[src/rtl/operand_stage_pkg.sv]
// rtl/operand_stage_pkg.sv - shared types and helpers for the operand stage
// Holds the ID/EX output-register layout, the x0 register index and the
// x0-compare helper used by the hazard and forwarding logic.
package operand_stage_pkg;

  // Widest PC/data width the output register can carry; the top casts its
  // parameterised ports into these fields.
  localparam int XLEN = 32;

  localparam logic [4:0] ZERO_REG = 5'd0;

  typedef struct packed {
    logic            valid;
    logic [XLEN-1:0] pc;
    logic [31:0]     insn;
    logic [4:0]      rd;
    logic [XLEN-1:0] rs1data;
    logic [XLEN-1:0] rs2data;
    logic            regwren;
    logic            memren;
    logic            fwd_rs1;
    logic            fwd_rs2;
  } id_ex_t;

  function automatic logic is_zero_reg(input logic [4:0] r);
    return r == ZERO_REG;
  endfunction

endpackage

[src/rtl/operand_stage_fwd_mux.sv]
// rtl/operand_stage_fwd_mux.sv - per-source operand selection and EX forward flags
// Ports: rs1/rs2 + uses_rs1/uses_rs2 (decoded sources), rs1data/rs2data
// (register file), mem_* (MEM-stage result), ex_* (current output register),
// op1/op2 (captured operands), fwd_rs1/fwd_rs2 (execute substitutes its ALU result).
module operand_fwd_mux
  import operand_stage_pkg::*;
#(
  parameter int DWIDTH = 32
) (
  input  logic [4:0]        rs1,
  input  logic [4:0]        rs2,
  input  logic              uses_rs1,
  input  logic              uses_rs2,
  input  logic [DWIDTH-1:0] rs1data,
  input  logic [DWIDTH-1:0] rs2data,
  input  logic              mem_valid,
  input  logic              mem_regwren,
  input  logic [4:0]        mem_rd,
  input  logic [DWIDTH-1:0] mem_data,
  input  logic              ex_valid,
  input  logic              ex_regwren,
  input  logic              ex_memren,
  input  logic [4:0]        ex_rd,
  output logic [DWIDTH-1:0] op1,
  output logic [DWIDTH-1:0] op2,
  output logic              fwd_rs1,
  output logic              fwd_rs2
);

  logic mem_hit1;
  logic mem_hit2;
  logic ex_alu_src;

  assign mem_hit1 = mem_valid && mem_regwren && (mem_rd == rs1);
  assign mem_hit2 = mem_valid && mem_regwren && (mem_rd == rs2);

  // x0 wins over any bypass, even a MEM result that names x0.
  assign op1 = is_zero_reg(rs1) ? '0 : (mem_hit1 ? mem_data : rs1data);
  assign op2 = is_zero_reg(rs2) ? '0 : (mem_hit2 ? mem_data : rs2data);

  // Only an ALU result can be forwarded from execute; a load in the output
  // register is handled by the load-use bubble instead.
  assign ex_alu_src = ex_valid && !ex_memren && ex_regwren && !is_zero_reg(ex_rd);

  assign fwd_rs1 = ex_alu_src && uses_rs1 && (rs1 == ex_rd);
  assign fwd_rs2 = ex_alu_src && uses_rs2 && (rs2 == ex_rd);

endmodule

[src/rtl/operand_stage.sv]
// rtl/operand_stage.sv - ID/EX operand stage with load-use stall and bypassing
// Ports: clk/rst (sync, active-high); id_* (decoded instruction handshake and
// fields); rs1data_i/rs2data_i (register file); mem_* (MEM-stage result);
// flush_i (redirect); ex_* (registered output with valid/ready and forward
// flags); stall_cnt_o (saturating load-use bubble count).
module operand_stage
  import operand_stage_pkg::*;
#(
  parameter int DWIDTH = 32,
  parameter int AWIDTH = 32
) (
  input  logic              clk,
  input  logic              rst,
  input  logic              id_valid_i,
  output logic              id_ready_o,
  input  logic [AWIDTH-1:0] id_pc_i,
  input  logic [31:0]       id_insn_i,
  input  logic [4:0]        id_rs1_i,
  input  logic [4:0]        id_rs2_i,
  input  logic [4:0]        id_rd_i,
  input  logic              id_uses_rs1_i,
  input  logic              id_uses_rs2_i,
  input  logic              id_regwren_i,
  input  logic              id_memren_i,
  input  logic [DWIDTH-1:0] rs1data_i,
  input  logic [DWIDTH-1:0] rs2data_i,
  input  logic              mem_valid_i,
  input  logic              mem_regwren_i,
  input  logic [4:0]        mem_rd_i,
  input  logic [DWIDTH-1:0] mem_data_i,
  input  logic              flush_i,
  output logic              ex_valid_o,
  input  logic              ex_ready_i,
  output logic [AWIDTH-1:0] ex_pc_o,
  output logic [31:0]       ex_insn_o,
  output logic [DWIDTH-1:0] ex_rs1data_o,
  output logic [DWIDTH-1:0] ex_rs2data_o,
  output logic [4:0]        ex_rd_o,
  output logic              ex_regwren_o,
  output logic              ex_memren_o,
  output logic              ex_fwd_rs1_o,
  output logic              ex_fwd_rs2_o,
  output logic [31:0]       stall_cnt_o
);

  id_ex_t            ex_q;
  id_ex_t            capture;
  id_ex_t            bubble;
  logic [31:0]       stall_cnt_q;
  logic              free;
  logic              hazard;
  logic [DWIDTH-1:0] op1;
  logic [DWIDTH-1:0] op2;
  logic              fwd1;
  logic              fwd2;

  operand_fwd_mux #(.DWIDTH(DWIDTH)) u_fwd_mux (
    .rs1         (id_rs1_i),
    .rs2         (id_rs2_i),
    .uses_rs1    (id_uses_rs1_i),
    .uses_rs2    (id_uses_rs2_i),
    .rs1data     (rs1data_i),
    .rs2data     (rs2data_i),
    .mem_valid   (mem_valid_i),
    .mem_regwren (mem_regwren_i),
    .mem_rd      (mem_rd_i),
    .mem_data    (mem_data_i),
    .ex_valid    (ex_q.valid),
    .ex_regwren  (ex_q.regwren),
    .ex_memren   (ex_q.memren),
    .ex_rd       (ex_q.rd),
    .op1         (op1),
    .op2         (op2),
    .fwd_rs1     (fwd1),
    .fwd_rs2     (fwd2)
  );

  assign free = !ex_q.valid || ex_ready_i;

  assign hazard = ex_q.valid && ex_q.memren && !is_zero_reg(ex_q.rd) &&
                  ((id_uses_rs1_i && (id_rs1_i == ex_q.rd)) ||
                   (id_uses_rs2_i && (id_rs2_i == ex_q.rd)));

  // A flush always "accepts" so decode can drop its wrong-path instruction.
  assign id_ready_o = !rst && (flush_i || (free && !hazard));

  always_comb begin
    capture         = ex_q;
    capture.valid   = 1'b1;
    capture.pc      = XLEN'(id_pc_i);
    capture.insn    = id_insn_i;
    capture.rd      = id_rd_i;
    capture.rs1data = XLEN'(op1);
    capture.rs2data = XLEN'(op2);
    capture.regwren = id_regwren_i;
    capture.memren  = id_memren_i;
    capture.fwd_rs1 = fwd1;
    capture.fwd_rs2 = fwd2;
  end

  // Payload is left as-is in a bubble; only the side-effect bits are cleared.
  always_comb begin
    bubble         = ex_q;
    bubble.valid   = 1'b0;
    bubble.regwren = 1'b0;
    bubble.memren  = 1'b0;
    bubble.fwd_rs1 = 1'b0;
    bubble.fwd_rs2 = 1'b0;
  end

  always_ff @(posedge clk) begin
    if (rst) begin
      ex_q        <= '0;
      stall_cnt_q <= '0;
    end else if (flush_i) begin
      ex_q <= bubble;
    end else if (free) begin
      if (hazard) begin
        ex_q <= bubble;
        if (stall_cnt_q != 32'hFFFF_FFFF) begin
          stall_cnt_q <= stall_cnt_q + 32'd1;
        end
      end else if (id_valid_i) begin
        ex_q <= capture;
      end else begin
        ex_q <= bubble;
      end
    end
  end

  assign ex_valid_o   = ex_q.valid;
  assign ex_pc_o      = AWIDTH'(ex_q.pc);
  assign ex_insn_o    = ex_q.insn;
  assign ex_rs1data_o = DWIDTH'(ex_q.rs1data);
  assign ex_rs2data_o = DWIDTH'(ex_q.rs2data);
  assign ex_rd_o      = ex_q.rd;
  assign ex_regwren_o = ex_q.regwren;
  assign ex_memren_o  = ex_q.memren;
  assign ex_fwd_rs1_o = ex_q.fwd_rs1;
  assign ex_fwd_rs2_o = ex_q.fwd_rs2;
  assign stall_cnt_o  = stall_cnt_q;

endmodule

[config.mk]
export PLATFORM = sky130hd
export DESIGN_NAME = operand_stage
export DESIGN_NICKNAME = d
export VERILOG_FILES = /design/src/rtl/operand_stage_pkg.sv /design/src/rtl/operand_stage_fwd_mux.sv /design/src/rtl/operand_stage.sv
export SDC_FILE = /design/constraint.sdc
export NUM_CORES = 1
export LEC_CHECK = 0
export ABC_AREA = 1
export CORE_MARGIN = 2
export CORE_UTILIZATION = 48
export CTS_CLUSTER_DIAMETER = 60
export CTS_CLUSTER_SIZE = 24
export DETAILED_ROUTE_END_ITERATION = 10
export PLACE_DENSITY = 0.95
export SYNTH_ARGS = -nofsm -noshare
export SYNTH_HDL_FRONTEND = slang
export SYNTH_SLANG_ARGS = --single-unit
[constraint.sdc]
create_clock -name clk -period 3.69 [get_ports clk]
set_input_delay 0.9225 -clock clk [delete_from_list [all_inputs] [get_ports clk]]
set_output_delay 0.9225 -clock clk [all_outputs]
set_load 0.01 [all_outputs]
==> results of run 1 <==
[metrics by stage]
stage | hold WS, ns | total power (uW) | utilization [%] | cell area [um2]
3_3_place_gp | 0.447 | 2870 | 69.2 | 12900
2_1_floorplan | 0.483 | 2390 | - | 9180
6_report | 0.460 | 4710 | 72.5 | 13600
3_5_place_dp | 0.454 | 2890 | 69.2 | 12900
5_1_grt | 0.480 | 4870 | 72.5 | 13600
4_1_cts | 0.462 | 4710 | 72.4 | 13500
[critical path, cell delays in order]
cell,delay [ns]
clkdlybuf4s50_1,0.59
inv_1,0.09
nand2_1,0.09
nand2_1,0.06
nor2_1,0.08
nand3_1,0.09
nand2_2,0.11
nand2_2,0.06
nand2_1,0.05
a21oi_1,0.06
dlymetal6s2s_1,0.18
[cells in the mapped netlist]
| master | count | area [um2] |
|---|---|---|
| a21oi_1 | 97 | 485 |
| and3_1 | 1 | 6.26 |
| buf_1 | 3 | 11.3 |
| buf_2 | 21 | 105 |
| buf_4 | 12 | 90.1 |
| buf_6 | 3 | 33.8 |
| clkbuf_1 | 49 | 184 |
| dfxtp_1 | 170 | 3400 |
| ha_1 | 1 | 12.5 |
| inv_1 | 180 | 676 |
| inv_2 | 5 | 18.8 |
| nand2_1 | 477 | 1790 |
| nand2_2 | 2 | 12.5 |
| nand3_1 | 24 | 120 |
| nand3_2 | 2 | 20.0 |
| nand4_1 | 104 | 651 |
| nor2_1 | 305 | 1140 |
| nor2_2 | 5 | 31.3 |
| nor3_1 | 15 | 75.1 |
| nor3b_1 | 5 | 37.5 |
| o21ai_0 | 7 | 35.0 |
| o21bai_1 | 19 | 143 |
| or2_2 | 1 | 6.26 |
| xor2_1 | 10 | 87.6 |
[power by group]
part | switching [uW] | leakage, uW | internal [uW]
clock | 878 | 0.000285 | 970
sequential | 50.7 | 0.00139 | 1920
combinational | 428 | 0.00447 | 459
total | 1360 | 0.00614 | 3350
[final cells by class]
type                       instances  area, um2
tap                              234        293
timing repair buffer             388       3880
antenna                            4       10.0
multi-input combinational       1075       4680
fill                            1420       5150
sequential                       170       3400
clock buffer                      17        425
clock inverter                    15        171
inverter                         185        694
[how the worst max path moves through the flow]
stage	start	end	slack [ns]	cells after the start
after floorplan	id_rs2_i[0]	id_ready_o	0.89	10
after global placement	id_rs2_i[2]	id_ready_o	0.10	11
after detailed placement	id_rs2_i[2]	id_ready_o	0.06	11
after CTS	id_rs2_i[2]	id_ready_o	0.04	11
after global routing	id_rs2_i[2]	id_ready_o	0.18	11
final	id_rs2_i[2]	id_ready_o	0.37	11
[cell families (layout without fill, tap and decap cells)]
group,Yosys count,in the layout
xor gates and xnor gates,10,10
buffers and inverters,273,605
adders and majority gates,1,1
DFF,170,170
AOI/OAI and AO/OA,123,123
and+or+nand+nor,941,941
other,0,4
[sequential cells by signal (all words and copies together) (netlist names)]
signal,flops
ex_insn_o,32
ex_pc_o,32
ex_rs1data_o,32
ex_rs2data_o,32
stall_cnt_o,32
ex_rd_o,5
ex_fwd_rs1_o,1
ex_fwd_rs2_o,1
ex_memren_o,1
ex_regwren_o,1
ex_valid_o,1
[routing by layer]
layer | global-route usage, % | share of wire [%]
met2 | 54.1 | 49
met5 | 0 | 0.039
met4 | 16.5 | 4.4
met3 | 8.68 | 9.3
met1 | 35.7 | 38
==> flow_summary.json, run 1 <==
{
  "status": "complete, no violations",
  "power.density_nw_per_um2": 347,
  "grt_max_degree": 83,
  "finalSetupTns_ns": 0,
  "min_from": "ex_pc_o[27]",
  "rsz0062_at_grt": "false",
  "cp.arrival_ns": 2.40,
  "p_leak_uw": 0.00614,
  "grt.total_usage_pct": 31.5,
  "mostFrequentLayoutCell": "nand2_1",
  "vdd_drop_max_mv": 0.313,
  "ctsResizeCount": 0,
  "core_area_um2": 18700,
  "cts_made_buffers": 17,
  "drtIter0Drc": 746,
  "cts_buffer_depth": 2,
  "slew_headroom_pct": 40.0,
  "hold_class": "flop to flop",
  "nets": 2029,
  "ys_warn_count": 0,
  "min_period_ns": 3.32,
  "startpoint_type": "input port",
  "io_pins": 362,
  "synth_area_per_cell_um2": 6.05,
  "synth-seq-cells": 170,
  "start_util_pct": 49.1,
  "fin_crit_sh_pct": 90.0,
  "die-area_um2": 20200,
  "cts_max_level": 4,
  "crit_type": "input port to output pin",
  "synth_top_family_by_area": "simple AND/OR/NAND/NOR gates",
  "fin_ws_ns": 0.369,
  "preCtsSetupSlack_ns": 0.0582,
  "place_hpwl_um": 24100,
  "final_cell_mix": "nand2_1, clkdlybuf4s50_1, nor2_1, inv_1, dfxtp_1",
  "synth_compound_area_share_pct": 7.22,
  "post-cts-setup-buffers": 0,
  "synth_mux_area_share_pct": 0,
  "placed_cells": 2052,
  "cp-end-kind": "output pin",
  "fin_skew_ns": 0.0158,
  "cts.sinks": 170,
  "cts_tree": "yes",
  "yosys.area_share.simple_pct": 42.4,
  "place_congestion": 0.878,
  "synth-adder-area-share_pct": 0.136,
  "synth-xor-area-share_pct": 0.954,
  "r2r_start": "ex_rd_o[0]",
  "synthCells": 1518,
  "timing.rr.end": "ex_pc_o[15]",
  "firstDrtPassIters": 5,
  "syn_to_final_growth_pct": 47.7,
  "final_cell_count_no_fill": 2088,
  "clock.fmax_mhz": 301,
  "holdPathStages": 2,
  "synth_cell_types": 24,
  "worst_hold_path.endpoint": "ex_pc_o[27]",
  "clk_latency_ns": 0.44,
  "routed_wl_um": 33100,
  "setup_viol": 0,
  "root_buffer": "clkbuf_16",
  "rrSetupSlack_ns": 1.08,
  "overflow": 0,
  "grt_pass1_wl_um": 50700,
  "placementRows": 50,
  "portBuffers": 361,
  "drv_cap": 0,
  "drive_gt1_share_pct": 4.27,
  "worstPathMaxFanout": 4,
  "clkTransAtPathRegs_ns": 0.07,
  "cts_hold_buf": 0,
  "synth_area_um2": 9180,
  "slew_violations": 0,
  "ant_nets": 0,
  "route.vias.total": 10900,
  "hold_viol_final": 0,
  "routedWlPerCell_um": 15.8,
  "grt_pass1_vias": 10300,
  "fp.dieH_um": 142,
  "ys_seq_area_share_pct": 37.1,
  "die_w_um": 142,
  "rr_worst_depth": 11,
  "drc": 0,
  "vias_per_cell": 5.24,
  "synth.net_count": 1710,
  "grt_antenna_before_repair": 5,
  "crit_required_ns": 2.77,
  "tightest_slew_ns": 0.901
}
Note: power is estimated with default switching activity, not from simulation.
==> inputs of run 2 (changes only) <==
- RECOVER_POWER: default -> 100
==> run 2 against run 1 <==
Sequential share of layout area up 0.11 points. Sequential cell count unchanged. Via count up 0.10%. Non-clock buffer count unchanged. Register-to-register slack worse by 0.19 ns. Sequential power about the same. Power down 0.89%. Routed wire length about the same. Critical endpoint unchanged. First-iteration DRC count down 3.6%.
==> flow_summary.json, run 2 (synthesis gave the netlist of run 1 again) <==
{
  "cts_hold_buf": 0,
  "grt.total_usage_pct": 31.5,
  "ant_nets": 0,
  "io_pins": 362,
  "syn_to_final_growth_pct": 47.0,
  "die-area_um2": 20200,
  "critPathMaxStageDelay_ns": 0.64,
  "multi_input_area_um2": 4670,
  "grt_antenna_before_repair": 5,
  "firstDrtPassIters": 5,
  "cp-end-kind": "output pin",
  "drc": 0,
  "register_area_um2": 3400,
  "cts.sinks": 170,
  "root_buffer": "clkbuf_16",
  "overflow": 0,
  "p_leak_uw": 0.00661,
  "slew_violations": 0,
  "holdPathStages": 2,
  "clk_latency_ns": 0.44,
  "whs_ns": 0.460,
  "hold_class": "flop to flop",
  "rsz0062_at_grt": "false",
  "clock.fmax_mhz": 296,
  "worstPathMaxFanout": 4,
  "place_hpwl_um": 24100,
  "fin_crit_sh_pct": 91.5,
  "drtIter0Drc": 719,
  "fp.dieH_um": 142,
  "crit_path_frequent_cell": "nand2_1",
  "grt_max_degree": 83,
  "route.vias.total": 11000,
  "startpoint_type": "input port",
  "slew_headroom_pct": 17.7,
  "setup_viol": 0,
  "vdd_drop_max_mv": 0.314,
  "grt_pass1_wl_um": 50700,
  "drive_gt1_share_pct": 3.78,
  "place_congestion": 0.878,
  "crit_required_ns": 2.77,
  "final_area_um2": 13500,
  "vias_per_cell": 5.25,
  "routedWlPerCell_um": 15.8,
  "preCtsSetupSlack_ns": 0.0582,
  "mostFrequentLayoutCell": "nand2_1",
  "rr_worst_depth": 11,
  "portBuffers": 361,
  "placementRows": 50,
  "finalSetupTns_ns": 0,
  "core_area_um2": 18700,
  "cp.arrival_ns": 2.45,
  "fillers": 1434,
  "final_cell_mix": "nand2_1, nor2_1, clkdlybuf4s50_1, inv_1, dlygate4sd3_1",
  "clkTransAtPathRegs_ns": 0.07,
  "power.density_nw_per_um2": 346,
  "cts_tree": "yes",
  "crit_chain": "dlygate4sd3_1 -> inv_1 -> nand2_1 -> nand2_1 -> nor2_1 -> nand3_1 -> nand2_1 -> nand2_2 -> nand2_1 -> a21oi_1 -> clkbuf_1",
  "slowest_stage": "dlygate4sd3_1",
  "die_w_um": 142,
  "post_dp_cell_area_um2": 12900,
  "hold_viol_final": 0,
  "tightest_slew_ns": 1.24,
  "cts_max_level": 4,
  "min_period_ns": 3.38,
  "grt_pass1_vias": 10300,
  "nets": 2029,
  "fin_skew_ns": 0.0140,
  "placed_cells": 2052,
  "status": "complete, no violations",
  "crit_type": "input port to output pin",
  "cts_buffer_depth": 2,
  "drv_cap": 0,
  "routed_wl_um": 33100,
  "start_util_pct": 49.1,
  "fin_ws_ns": 0.313,
  "final_cell_count_no_fill": 2088,
  "cts_made_buffers": 17
}
==> run 2: cell type report <==
cell class | instances | area share, %
inverter | 185 | 5.15
tap | 234 | 2.17
timing repair buffer | 388 | 28.4
sequential | 170 | 25.2
clock inverter | 15 | 1.27
antenna | 4 | 0.0742
multi-input combinational | 1075 | 34.6
clock buffer | 17 | 3.15
==> run 2: power breakdown <==
group | internal (uW) | switching (uW) | total [uW]
clock | 970 | 879 | 1850
combinational | 421 | 427 | 848
sequential | 1920 | 46.8 | 1970
total | 3310 | 1350 | 4660
==> run 2: what timing repair did <==
item / in CTS / in global routing
setup endpoints to repair: 0 / 1
gates resized for setup: 0 / 1
buffers inserted: 0 / 0
hold endpoints to repair: 0 / 0
==> run 2: critical path, delay by kind of cell <==
family                 cells  cell delay, ns
buffers and inverters      3            0.94
and+or+nand+nor            7            0.48
AOI/OAI and AO/OA          1            0.12
==> run 2: worst paths after layout <==
check | from | endpoint | slack, ns
setup reg to reg | stall_cnt_o[1] | stall_cnt_o[14] | 0.89
hold reg to reg | ex_insn_o[27] | ex_insn_o[27] | 0.46
setup / recovery | id_rs2_i[2] | id_ready_o | 0.31
hold / removal | ex_insn_o[27] | ex_insn_o[27] | 0.46
==> run 2: layer usage <==
metal / vias to the layer above / GRT usage, % / wire length (um)
li1: 5351 / - / -
met1: 4982 / 35.7 / 12400
met2: 530 / 54.1 / 16100
met3: 95 / 8.68 / 3100
met4: 2 / 16.5 / 1460
met5: - / 0 / 13
==> run 2: per-stage QoR <==
stage / utilization [%] / power (uW)
2_1_floorplan: - / 2390
3_3_place_gp: 69.2 / 2870
3_5_place_dp: 69.2 / 2890
4_1_cts: 72.4 / 4710
5_1_grt: 72.2 / 4830
6_report: 72.2 / 4660
==> inputs of run 3 (changes only) <==
- CELL_PAD_IN_SITES_DETAIL_PLACEMENT: default -> 0
- CELL_PAD_IN_SITES_GLOBAL_PLACEMENT: default -> 2
- CORE_UTILIZATION: 48 -> 23
- CTS_BUF_LIST: default -> sky130_fd_sc_hd__clkbuf_16
- PLACE_DENSITY: 0.95 -> 0.89
==> run 3 against run 2 <==
Worst hold slack got worse by 0.0033 ns. Sequential cell count unchanged. Combinational power increased by 0.6%. Sequential share of layout area shrank 0.68 points.
==> flow_summary.json, run 3 (synthesis gave the netlist of run 1 again) <==
{
  "route.vias.total": 10400,
  "ant_nets": 0,
  "root_buffer": "clkbuf_16",
  "slew_violations": 0,
  "portBuffers": 361,
  "core_area_um2": 39500,
  "rsz0062_at_grt": "false",
  "routed_wl_um": 37000,
  "drv_cap": 0,
  "place_congestion": 0.816,
  "post_dp_cell_area_um2": 13400,
  "pwr-share-seq_pct": 42.7,
  "status": "complete, no violations",
  "p_switching_uw": 1370,
  "drtIter0Drc": 459,
  "crit_chain": "dlygate4sd3_1 -> clkinv_1 -> nor2_1 -> nor2_1 -> nand3_1 -> nand2_1 -> nand2_2 -> nand2_1 -> a21oi_1 -> clkbuf_1",
  "placementRows": 73,
  "tightest_slew_ns": 1.28,
  "p_comb_share_pct": 18.5,
  "hold_class": "flop to flop",
  "die-area_um2": 41500,
  "cts.sinks": 170,
  "crit_type": "input port to output pin",
  "cp.arrival_ns": 2.40,
  "grt_max_degree": 76,
  "fin_crit_sh_pct": 90.1,
  "clock.fmax_mhz": 301,
  "cts_buffer_depth": 2,
  "overflow": 0,
  "grt.total_usage_pct": 17.6,
  "nets": 2036,
  "mostFrequentLayoutCell": "nand2_1",
  "crit_required_ns": 2.77,
  "io_pins": 362,
  "clk_latency_ns": 0.46,
  "critPathMaxStageDelay_ns": 0.56,
  "final_area_um2": 13900,
  "finalSetupTns_ns": 0,
  "grt_antenna_before_repair": 4,
  "drc": 0,
  "start_util_pct": 23.2,
  "internal-power_uw": 3230,
  "clkTransAtPathRegs_ns": 0.07,
  "worstPathMaxFanout": 3,
  "fp.dieH_um": 204,
  "p_clk_share_pct": 38.7,
  "hold_viol_final": 0,
  "cts_tree": "yes",
  "total_power_uw": 4600,
  "drive_gt1_share_pct": 4.25,
  "critPathTopFamily": "buffers and inverters",
  "power.density_nw_per_um2": 332,
  "grt_pass1_vias": 9936,
  "setup_viol": 0,
  "slowest_stage": "dlygate4sd3_1",
  "swShare_pct": 29.8,
  "die_w_um": 204,
  "slew_headroom_pct": 14.8,
  "startpoint_type": "input port",
  "cts_made_buffers": 17,
  "fin_skew_ns": 0.0151,
  "cp-end-kind": "output pin",
  "final_cell_mix": "nand2_1, nor2_1, clkdlybuf4s50_1, inv_1, dlygate4sd3_1",
  "p_leak_uw": 0.00662,
  "routedWlPerCell_um": 15.5,
  "post-cts-setup-buffers": 0,
  "ctsResizeCount": 0,
  "vias_per_cell": 4.38,
  "crit_buf_inv": 3,
  "vdd_drop_max_mv": 0.332,
  "min_period_ns": 3.32,
  "grt_pass1_wl_um": 56700,
  "firstDrtPassIters": 5,
  "place_hpwl_um": 26400,
  "cts_max_level": 4,
  "cts_hold_buf": 0,
  "fin_util_pct": 35.1,
  "syn_to_final_growth_pct": 51.1
}
[run 3: cell count changes in the layout (fill, tap and decap cells not counted), sizes merged]
cell / change
clkinvlp: -2
bufinv: -1
clkbuf: -1
clkinv: +5
buf: +8
diode: -1
dlygate4sd3: -1
inv: -2
clkdlybuf4s50: +1
[run 3: worst paths after layout]
| kind | depth (start not counted) | slack [ns] | endpoint | start |
|---|---|---|---|---|
| max | 10 | 0.37 | id_ready_o | id_rs1_i[0] |
| min reg2reg | 2 | 0.46 | ex_pc_o[31] | ex_pc_o[31] |
| min | 2 | 0.46 | ex_pc_o[31] | ex_pc_o[31] |
| max reg2reg | 11 | 0.95 | stall_cnt_o[19] | stall_cnt_o[0] |
[run 3: area by class of cell]
type / count / area, um2
fillers: 4329 / 25700
multi-input cells: 1075 / 4670
repair buffers: 395 / 3880
flip-flops and latches: 170 / 3400
inverters: 185 / 694
well taps: 525 / 657
clock buffers: 17 / 425
clock inverters: 15 / 135
diodes: 3 / 7.51
[run 3: worst min-delay path, stage by stage, from the launching register on]
cell and delay (ns):
dfxtp_1 0.31, nand2_1 0.06, a21oi_1 0.05
[run 3: through the flow]
step / cells / hold WS [ns] / setup WS [ns]
after detailed placement: 2350 / 0.451 / 0.0738
after floorplan: 1518 / 0.483 / 0.887
after global routing: 2383 / 0.470 / 0.147
after CTS: 2382 / 0.463 / 0.0497
final: 2385 / 0.457 / 0.367
after global placement: 2350 / 0.448 / 0.0686
[run 3: power groups by stage]
stage               Combinational (uW)  Clock, uW  Sequential (uW)
detailed placement                 896          0             2020
CTS                                902       1860             1970
finish                             853       1780             1970
floorplan                          344          0             2050
global route                       946       1940             1980
global placement                   899          0             2010
[run 3: layer usage]
metal  wire length, um  GRT usage, %  share of wire [%]  vias to the layer above
met5                11             0              0.030                        -
met4               669          5.37                1.8                        2
met3              2510          4.84                6.8                       39
met2             17000          28.6                 46                      286
met1             16800          22.5                 45                     4753
li1                  -             -                  -                     5360
